### config.mk
export PLATFORM = sky130hd
export DESIGN_NAME = avmm_req_master_flat
export DESIGN_NICKNAME = d
export VERILOG_FILES = /design/src/rtl/avmm_req_master_if.sv /design/src/rtl/avmm_req_master.sv /design/src/flat_wrapper.sv
export SDC_FILE = /design/constraint.sdc
export NUM_CORES = 1
export LEC_CHECK = 0
export BUFFER_PORTS_ARGS = -buffer_cell sky130_fd_sc_hd__buf_2
export CAP_MARGIN = 10
export CORE_ASPECT_RATIO = 2
export CORE_MARGIN = 2
export CORE_UTILIZATION = 56
export CTS_CLUSTER_SIZE = 10
export DETAILED_ROUTE_END_ITERATION = 7
export GPL_ROUTABILITY_DRIVEN = 0
export PLACE_DENSITY = 0.84
export SLEW_MARGIN = 10
export SYNTH_ARGS = -nofsm -noshare
export SYNTH_HDL_FRONTEND = slang
export SYNTH_SLANG_ARGS = --single-unit
### constraint.sdc
create_clock -name clk_i -period 6.87 [get_ports clk_i]
set_clock_uncertainty 0.15 [all_clocks]
set_input_delay 0.687 -clock clk_i [delete_from_list [all_inputs] [get_ports clk_i]]
set_output_delay 0.687 -clock clk_i [all_outputs]
set_load 0.1 [all_outputs]
### src/rtl/avmm_req_master_if.sv
`default_nettype none
// =====================================================================
// Module   : avmm_req_master_if
// Purpose  : Avalon-MM master/slave bundle used by avmm_req_master.
// Revision : 1.0 - initial release
// =====================================================================
interface avmm_req_master_if #(
    parameter int ADDR_W = 32,
    parameter int BCW    = 11
) ();
    logic [ADDR_W-1:0] address;
    logic              read;
    logic              write;
    logic [31:0]       writedata;
    logic [3:0]        byteenable;
    logic [BCW-1:0]    burstcount;
    logic              waitrequest;
    logic [31:0]       readdata;
    logic              readdatavalid;

    modport master (
        output address, read, write, writedata, byteenable, burstcount,
        input  waitrequest, readdata, readdatavalid
    );

    modport slave (
        input  address, read, write, writedata, byteenable, burstcount,
        output waitrequest, readdata, readdatavalid
    );
endinterface
`default_nettype wire

### src/rtl/avmm_req_master.sv
`default_nettype none
// =====================================================================
// Module   : avmm_req_master
// Purpose  : Avalon-MM master executing bridge FIFO requests; echoes
//            headers and returns read data on the response stream.
//            Optional watchdog: define AVMM_REQ_MASTER_TIMEOUT_EN.
// Revision : 1.0 - initial release
// =====================================================================
module avmm_req_master #(
    parameter int  MAX_BURST   = 1024,
    parameter int  ADDR_W      = 32,
    parameter int  TIMEOUT_CYC = 4096,
    localparam int BCW         = $clog2(MAX_BURST) + 1
) (
    input  wire logic           clk_i,
    input  wire logic           rstn_i,
    output logic                req_rdreq_o,
    input  wire logic [31:0]    req_q_i,
    input  wire logic           req_rdempty_i,
    input  wire logic [BCW-1:0] req_rdusedw_i,
    output logic [31:0]         resp_data_o,
    output logic                resp_valid_o,
    avmm_req_master_if.master   avm
);
    typedef enum logic [3:0] {
        S_IDLE      = 4'd0,
        S_HDR       = 4'd1,
        S_WAIT_FILL = 4'd2,
        S_WDATA     = 4'd3,
        S_WLATCH    = 4'd4,
        S_WR        = 4'd5,
        S_RESP_HDR  = 4'd6,
        S_RD        = 4'd7,
        S_RDATA     = 4'd8
    } state_t;

    state_t         r_state, w_state_nxt;
    logic [31:0]    r_hdr, r_wdata, r_rd_data, w_rd_word_data;
    logic           r_rd_valid, r_run;
    logic [BCW-1:0] r_beat, w_len, w_beat_inc;
    logic [13:0]    w_len_fld;
    logic           w_last, w_tmo, w_tmo_hit, w_wr_done, w_rd_word;
    logic           w_rd_on, w_wr_on, w_acc;

    // Burst length is clamped so Avalon burstcount and response count agree.
    assign w_len_fld = r_hdr[29:16];
    always_comb begin
        w_len = BCW'(1);
        if (r_hdr[30]) begin
            if ({18'd0, w_len_fld} > 32'(MAX_BURST))
                w_len = BCW'(MAX_BURST);
            else
                w_len = BCW'(w_len_fld);
        end
    end

    assign w_beat_inc = r_beat + 1'b1;
    assign w_last     = (w_beat_inc == w_len);
    assign w_wr_done  = !avm.waitrequest || w_tmo || w_tmo_hit;
    assign w_rd_word  = (r_state == S_RDATA) && (avm.readdatavalid || w_tmo);

`ifdef AVMM_REQ_MASTER_TIMEOUT_EN
    localparam int WDW = $clog2(TIMEOUT_CYC + 1);
    logic [WDW-1:0] r_wdog;
    logic           r_tmo, w_stall;

    assign w_stall = (r_state == S_WR    && avm.waitrequest && !r_tmo) ||
                     (r_state == S_RD    && avm.waitrequest)            ||
                     (r_state == S_RDATA && !avm.readdatavalid && !r_tmo);
    assign w_tmo_hit = w_stall && (r_wdog == WDW'(TIMEOUT_CYC - 1));

    always_ff @(posedge clk_i or negedge rstn_i) begin
        if (!rstn_i) begin
            r_wdog <= '0;
            r_tmo  <= 1'b0;
        end else begin
            r_wdog <= (w_stall && !w_tmo_hit) ? r_wdog + 1'b1 : '0;
            if (r_state == S_IDLE)
                r_tmo <= 1'b0;
            else if (w_tmo_hit)
                r_tmo <= 1'b1;
        end
    end

    assign w_tmo          = r_tmo;
    assign w_rd_word_data = r_tmo ? 32'hDEAD_BEEF : avm.readdata;
`else
    assign w_tmo          = 1'b0;
    assign w_tmo_hit      = 1'b0;
    assign w_rd_word_data = avm.readdata;
`endif

    if (ADDR_W < 18 || TIMEOUT_CYC < 1) begin : g_param_check
        $error("avmm_req_master: ADDR_W must be >= 18 and TIMEOUT_CYC >= 1");
    end

    always_ff @(posedge clk_i or negedge rstn_i) begin
        if (!rstn_i)
            r_state <= S_IDLE;
        else
            r_state <= w_state_nxt;
    end

    always_comb begin
        w_state_nxt = r_state;
        case (r_state)
            S_IDLE:      if (r_run && !req_rdempty_i) w_state_nxt = S_HDR;
            S_HDR: begin
                if (req_q_i[30] && req_q_i[29:16] == 14'd0) w_state_nxt = S_RESP_HDR;
                else if (!req_q_i[31])                      w_state_nxt = S_RESP_HDR;
                else if (!req_q_i[30])                      w_state_nxt = S_WDATA;
                else                                        w_state_nxt = S_WAIT_FILL;
            end
            S_WAIT_FILL: if (req_rdusedw_i >= w_len) w_state_nxt = S_WDATA;
            S_WDATA:     w_state_nxt = S_WLATCH;
            S_WLATCH:    w_state_nxt = S_WR;
            S_WR:        if (w_wr_done) w_state_nxt = w_last ? S_RESP_HDR : S_WDATA;
            S_RESP_HDR:  w_state_nxt = (r_hdr[31] || w_len == '0) ? S_IDLE : S_RD;
            S_RD:        if (!avm.waitrequest || w_tmo_hit) w_state_nxt = S_RDATA;
            S_RDATA:     if (w_rd_word && w_last) w_state_nxt = S_IDLE;
            default:     w_state_nxt = S_IDLE;
        endcase
    end

    // r_run keeps the FIFO untouched until the first clock after reset release.
    always_ff @(posedge clk_i or negedge rstn_i) begin
        if (!rstn_i) begin
            r_run      <= 1'b0;
            r_hdr      <= '0;
            r_wdata    <= '0;
            r_beat     <= '0;
            r_rd_valid <= 1'b0;
            r_rd_data  <= '0;
        end else begin
            r_run      <= 1'b1;
            r_rd_valid <= w_rd_word;
            if (r_state == S_HDR) begin
                r_hdr  <= req_q_i;
                r_beat <= '0;
            end
            if (r_state == S_WLATCH)
                r_wdata <= req_q_i;
            if ((r_state == S_WR && w_wr_done) || w_rd_word)
                r_beat <= w_beat_inc;
            if (w_rd_word)
                r_rd_data <= w_rd_word_data;
        end
    end

    assign w_rd_on = (r_state == S_RD);
    assign w_wr_on = (r_state == S_WR) && !w_tmo;
    assign w_acc   = w_rd_on || w_wr_on;

    assign req_rdreq_o      = (r_state == S_IDLE && r_run && !req_rdempty_i) || (r_state == S_WDATA);
    assign avm.read         = w_rd_on;
    assign avm.write        = w_wr_on;
    assign avm.writedata    = r_wdata;
    assign avm.address      = w_acc ? ADDR_W'({r_hdr[15:0], 2'b00}) : '0;
    assign avm.byteenable   = w_acc ? (r_hdr[30] ? 4'hF : r_hdr[19:16]) : 4'h0;
    assign avm.burstcount   = w_acc ? w_len : '0;

    assign resp_valid_o = (r_state == S_RESP_HDR) || r_rd_valid;
    assign resp_data_o  = (r_state == S_RESP_HDR) ? r_hdr : (r_rd_valid ? r_rd_data : 32'd0);
endmodule
`default_nettype wire

### src/flat_wrapper.sv
// flat-port wrapper written by rule: the top's interface ports become plain ports
module avmm_req_master_flat 
#(
    parameter int  MAX_BURST   = 1024,
    parameter int  ADDR_W      = 32,
    parameter int  TIMEOUT_CYC = 4096,
    localparam int BCW         = $clog2(MAX_BURST) + 1
)
  (clk_i, rstn_i, req_rdreq_o, req_q_i, req_rdempty_i, req_rdusedw_i, resp_data_o, resp_valid_o, avm_address, avm_read, avm_write, avm_writedata, avm_byteenable, avm_burstcount, avm_waitrequest, avm_readdata, avm_readdatavalid);
  avmm_req_master_if #(.ADDR_W(ADDR_W), .BCW(($clog2(MAX_BURST) + 1))) avm_i ();
  input  wire logic clk_i;
  input  wire logic rstn_i;
  output logic req_rdreq_o;
  input  wire logic [31:0] req_q_i;
  input  wire logic req_rdempty_i;
  input  wire logic [BCW-1:0] req_rdusedw_i;
  output logic [31:0] resp_data_o;
  output logic resp_valid_o;
  output wire logic [$bits(avm_i.address)-1:0] avm_address;
  output wire logic [$bits(avm_i.read)-1:0] avm_read;
  output wire logic [$bits(avm_i.write)-1:0] avm_write;
  output wire logic [$bits(avm_i.writedata)-1:0] avm_writedata;
  output wire logic [$bits(avm_i.byteenable)-1:0] avm_byteenable;
  output wire logic [$bits(avm_i.burstcount)-1:0] avm_burstcount;
  input wire logic [$bits(avm_i.waitrequest)-1:0] avm_waitrequest;
  input wire logic [$bits(avm_i.readdata)-1:0] avm_readdata;
  input wire logic [$bits(avm_i.readdatavalid)-1:0] avm_readdatavalid;
  assign avm_address = avm_i.address;
  assign avm_read = avm_i.read;
  assign avm_write = avm_i.write;
  assign avm_writedata = avm_i.writedata;
  assign avm_byteenable = avm_i.byteenable;
  assign avm_burstcount = avm_i.burstcount;
  assign avm_i.waitrequest = avm_waitrequest;
  assign avm_i.readdata = avm_readdata;
  assign avm_i.readdatavalid = avm_readdatavalid;
  avmm_req_master #(.MAX_BURST(MAX_BURST), .ADDR_W(ADDR_W), .TIMEOUT_CYC(TIMEOUT_CYC)) u_core (.clk_i(clk_i), .rstn_i(rstn_i), .req_rdreq_o(req_rdreq_o), .req_q_i(req_q_i), .req_rdempty_i(req_rdempty_i), .req_rdusedw_i(req_rdusedw_i), .resp_data_o(resp_data_o), .resp_valid_o(resp_valid_o), .avm(avm_i));
endmodule
==> impl_metrics.py <==
metrics = {
    "cts": {
        "worstSkewPairLatency_ps": 410,
        "cts.sinks": 113,
        "cts-resized-gates": 0,
        "cts_tree": "yes",
        "cts_hold_buf": 0,
        "h-tree-depth": 4,
        "cts_root_buffer": "clkbuf_16",
        "cts_setup_buffers": 0,
        "clk_pin_slew_ps": 60,
        "cts_buffers": 17,
        "cts_buffer_depth": 2,
    },
    "detailed_routing": {
        "vias": 5721,
        "antenna_left": 0,
        "viasPerCell": 5.538,
        "avgRoutedWirePerCell_um": 16.36,
        "firstDrtPassIters": 5,
        "routed_wl_um": 16900,
        "drt_iter0_drc": 424,
        "drc": 0,
    },
    "global_routing": {
        "grt_pass1_vias": 5390,
        "grt_start_max_net_pins": 67,
        "grt_pass1_wl_um": 26700,
        "antenna_found_initial": 0,
        "grt.total_usage": 0.2895,
        "overflow": 0,
    },
    "yosys": {
        "synth_area_mm2": 0.006115,
        "synth_ff_type": "dfrtp_1",
        "synth_top_area_share": 0.4625,
        "synth_area_leaders": "dfrtp_1 (46%), nand2_1 (17%), mux2_2 (5.9%), o21ai_0 (3.8%), ha_1 (2.5%)",
        "synth_cells": 721,
        "ys_warn_count": 0,
        "syn_area_per_cell_um2": 8.481,
        "ys_seq_area_frac": 0.4625,
        "synthArstFlopShare": 1.000,
        "ys_ff_latch": 113,
        "ys_types": 62,
        "synth-edff-count": 0,
        "yosys.area.top_type": "dfrtp_1",
    },
    "floorplan": {
        "fp-row-count": 54,
        "io_pins": 195,
        "die_height_um": 151.8,
        "die_w_um": 77.89,
        "core_mm2": 0.01074,
        "start_util": 0.5692,
        "die_area_mm2": 0.01182,
    },
    "critical_path": {
        "end_kind": "flip-flop",
        "path_class": "reg -> reg",
        "worstPathMaxFanout": 24,
        "required_ps": 7070,
        "startpoint_type": "flip-flop",
        "ff2ff_path_depth": 11,
        "worst_ep_arrival_time_ps": 4530,
    },
    "sta": {
        "period_needed_ps": 4328,
        "final_max_slew_viol_count": 0,
        "fmax_mhz": 231.1,
        "setup_violations": 0,
        "rsz0062_at_grt": "false",
        "relSlewSlack": 0.3344,
        "fin_tns_setup_ps": 0,
        "hold_viol_final": 0,
        "fin_crit_sh": 0.6299,
        "tightestPinTransition_ps": 998.5,
    },
    "layout": {
        "area_growth_pct": 25.25,
        "drive_above_1_share": 0.3001,
        "antenna_cells": 0,
        "fin_nets": 972,
    },
    "place": {
        "portBuffers": 178,
        "hpwl_um": 11910,
    },
    "hold_path": {
        "hp-class": "in -> async",
    },
    "run": {
        "cap_viol_max_count": 0,
    },
    "status": {
        "status": "finished clean",
    },
}
## synth_stat cells, types with 2 or more instances
| cell type | count |
|---|---|
| and3_1 | 9 |
| clkbuf_1 | 29 |
| nor2_1 | 23 |
| nor3_1 | 7 |
| or3_1 | 4 |
| a22oi_1 | 2 |
| buf_1 | 3 |
| nand2b_1 | 2 |
| and2_1 | 17 |
| nor4b_1 | 4 |
| nand2_1 | 273 |
| buf_2 | 7 |
| nor3b_1 | 4 |
| a31oi_1 | 4 |
| xor2_1 | 3 |
| a21oi_1 | 11 |
| a21o_1 | 4 |
| xnor2_1 | 10 |
| dfrtp_1 | 113 |
| a31o_2 | 2 |
| mux2_2 | 32 |
| o21ai_0 | 46 |
| mux2i_1 | 2 |
| nor4_1 | 9 |
| conb_1 | 2 |
| buf_4 | 18 |
| inv_1 | 11 |
| nand3b_1 | 4 |
| ha_1 | 12 |
| nand3_1 | 19 |
| or2_2 | 3 |
| nand4_1 | 2 |
## routing by layer
layer,global-route usage,vias up,wire length [um]
li1,-,2683,-
met3,0.05213,42,1417
met2,0.4724,326,8171
met4,0.1123,0,464
met5,0,-,0
met1,0.3855,2670,6848
## layout make-up
class	count	area, um^2
Clock buffer	18	439.2
Multi-Input combinational cell	552	3003
Tap cell	140	175.2
Sequential cell	113	2828
Fill cell	826	3084
Clock inverter	14	226.5
Timing Repair Buffer	185	945.9
Inverter	11	41.29
## cells by family (layout without fill, tap and decap cells)
group | after synthesis | count (layout) | synth area share
other | 2 | 17 | 0.001228
flip-flops | 113 | 113 | 0.4625
adder cells (fa/ha/maj) | 12 | 12 | 0.02455
AND/OR/NAND/NOR | 389 | 389 | 0.2803
multiplexers | 34 | 34 | 0.06221
buffers and inverters | 71 | 228 | 0.05913
AO/OA/AOI/OAI | 85 | 85 | 0.08492
XOR/XNOR | 15 | 15 | 0.02517
## critical path, cell delays in order (launching register included)
cell	delay, ps
dfrtp_1	550
or4b_4	540
a21oi_1	790
nand2_1	140
ha_1	350
nand3_1	100
a31oi_1	170
o2111ai_1	160
a211o_1	300
o31a_2	460
or3_2	460
nand3_1	90
## path summary, 6_finish.rpt
check / start / to / slack, ps
max: u_core.r_hdr[30] / u_core.r_beat[7] / 2540
min: rstn_i / u_core.r_rd_data[13] / 170
max reg2reg: u_core.r_hdr[30] / u_core.r_beat[7] / 2540
min reg2reg: u_core.r_rd_data[9] / u_core.r_rd_data[9] / 330
max in group asynchronous: rstn_i / u_core.avm.writedata[28] / 5210
min in group clk_i: avm_readdata[8] / u_core.r_rd_data[8] / 310
## registers in the layout (all words and copies together), names as in the netlist
signal,flops
u_core.avm.writedata,32
u_core.r_beat,11
u_core.r_hdr,32
u_core.r_rd_data,32
u_core.r_rd_valid,1
u_core.r_run,1
u_core.r_state,4
## metrics by stage
stage | hold WS (ps) | util | cells | area (um^2) | setup slack (ps)
after floorplan | 241.4 | - | 736 | 6171 | 2873
after global placement | 306.8 | 0.6509 | 1001 | 6993 | 2872
after detailed placement | 312.5 | 0.6509 | 1001 | 6993 | 2704
after CTS | 198.2 | 0.7129 | 1033 | 7659 | 2634
after global routing | 235.7 | 0.7129 | 1033 | 7659 | 2289
final | 166.8 | 0.7129 | 1033 | 7659 | 2542
## layout by cell type, fill, tap and decap left out, types with 5 or more instances in the layout
master / synthesis / layout
bufinv_16: 0 / 5
xnor2_1: 10 / 10
inv_1: 11 / 11
and2_1: 17 / 17
nand3_1: 19 / 19
dfrtp_1: 113 / 113
buf_4: 18 / 8
a21oi_1: 11 / 11
buf_2: 7 / 177
nor3_1: 7 / 7
mux2_2: 32 / 32
nor4_1: 9 / 8
ha_1: 12 / 12
nor2_1: 23 / 23
nand2_1: 273 / 273
o21ai_0: 46 / 46
clkbuf_16: 0 / 17
and3_1: 9 / 9
conb_1: 2 / 17
Power is not shown: default switching activity piles up to over one toggle a cycle in this logic, so the estimate is an artifact.
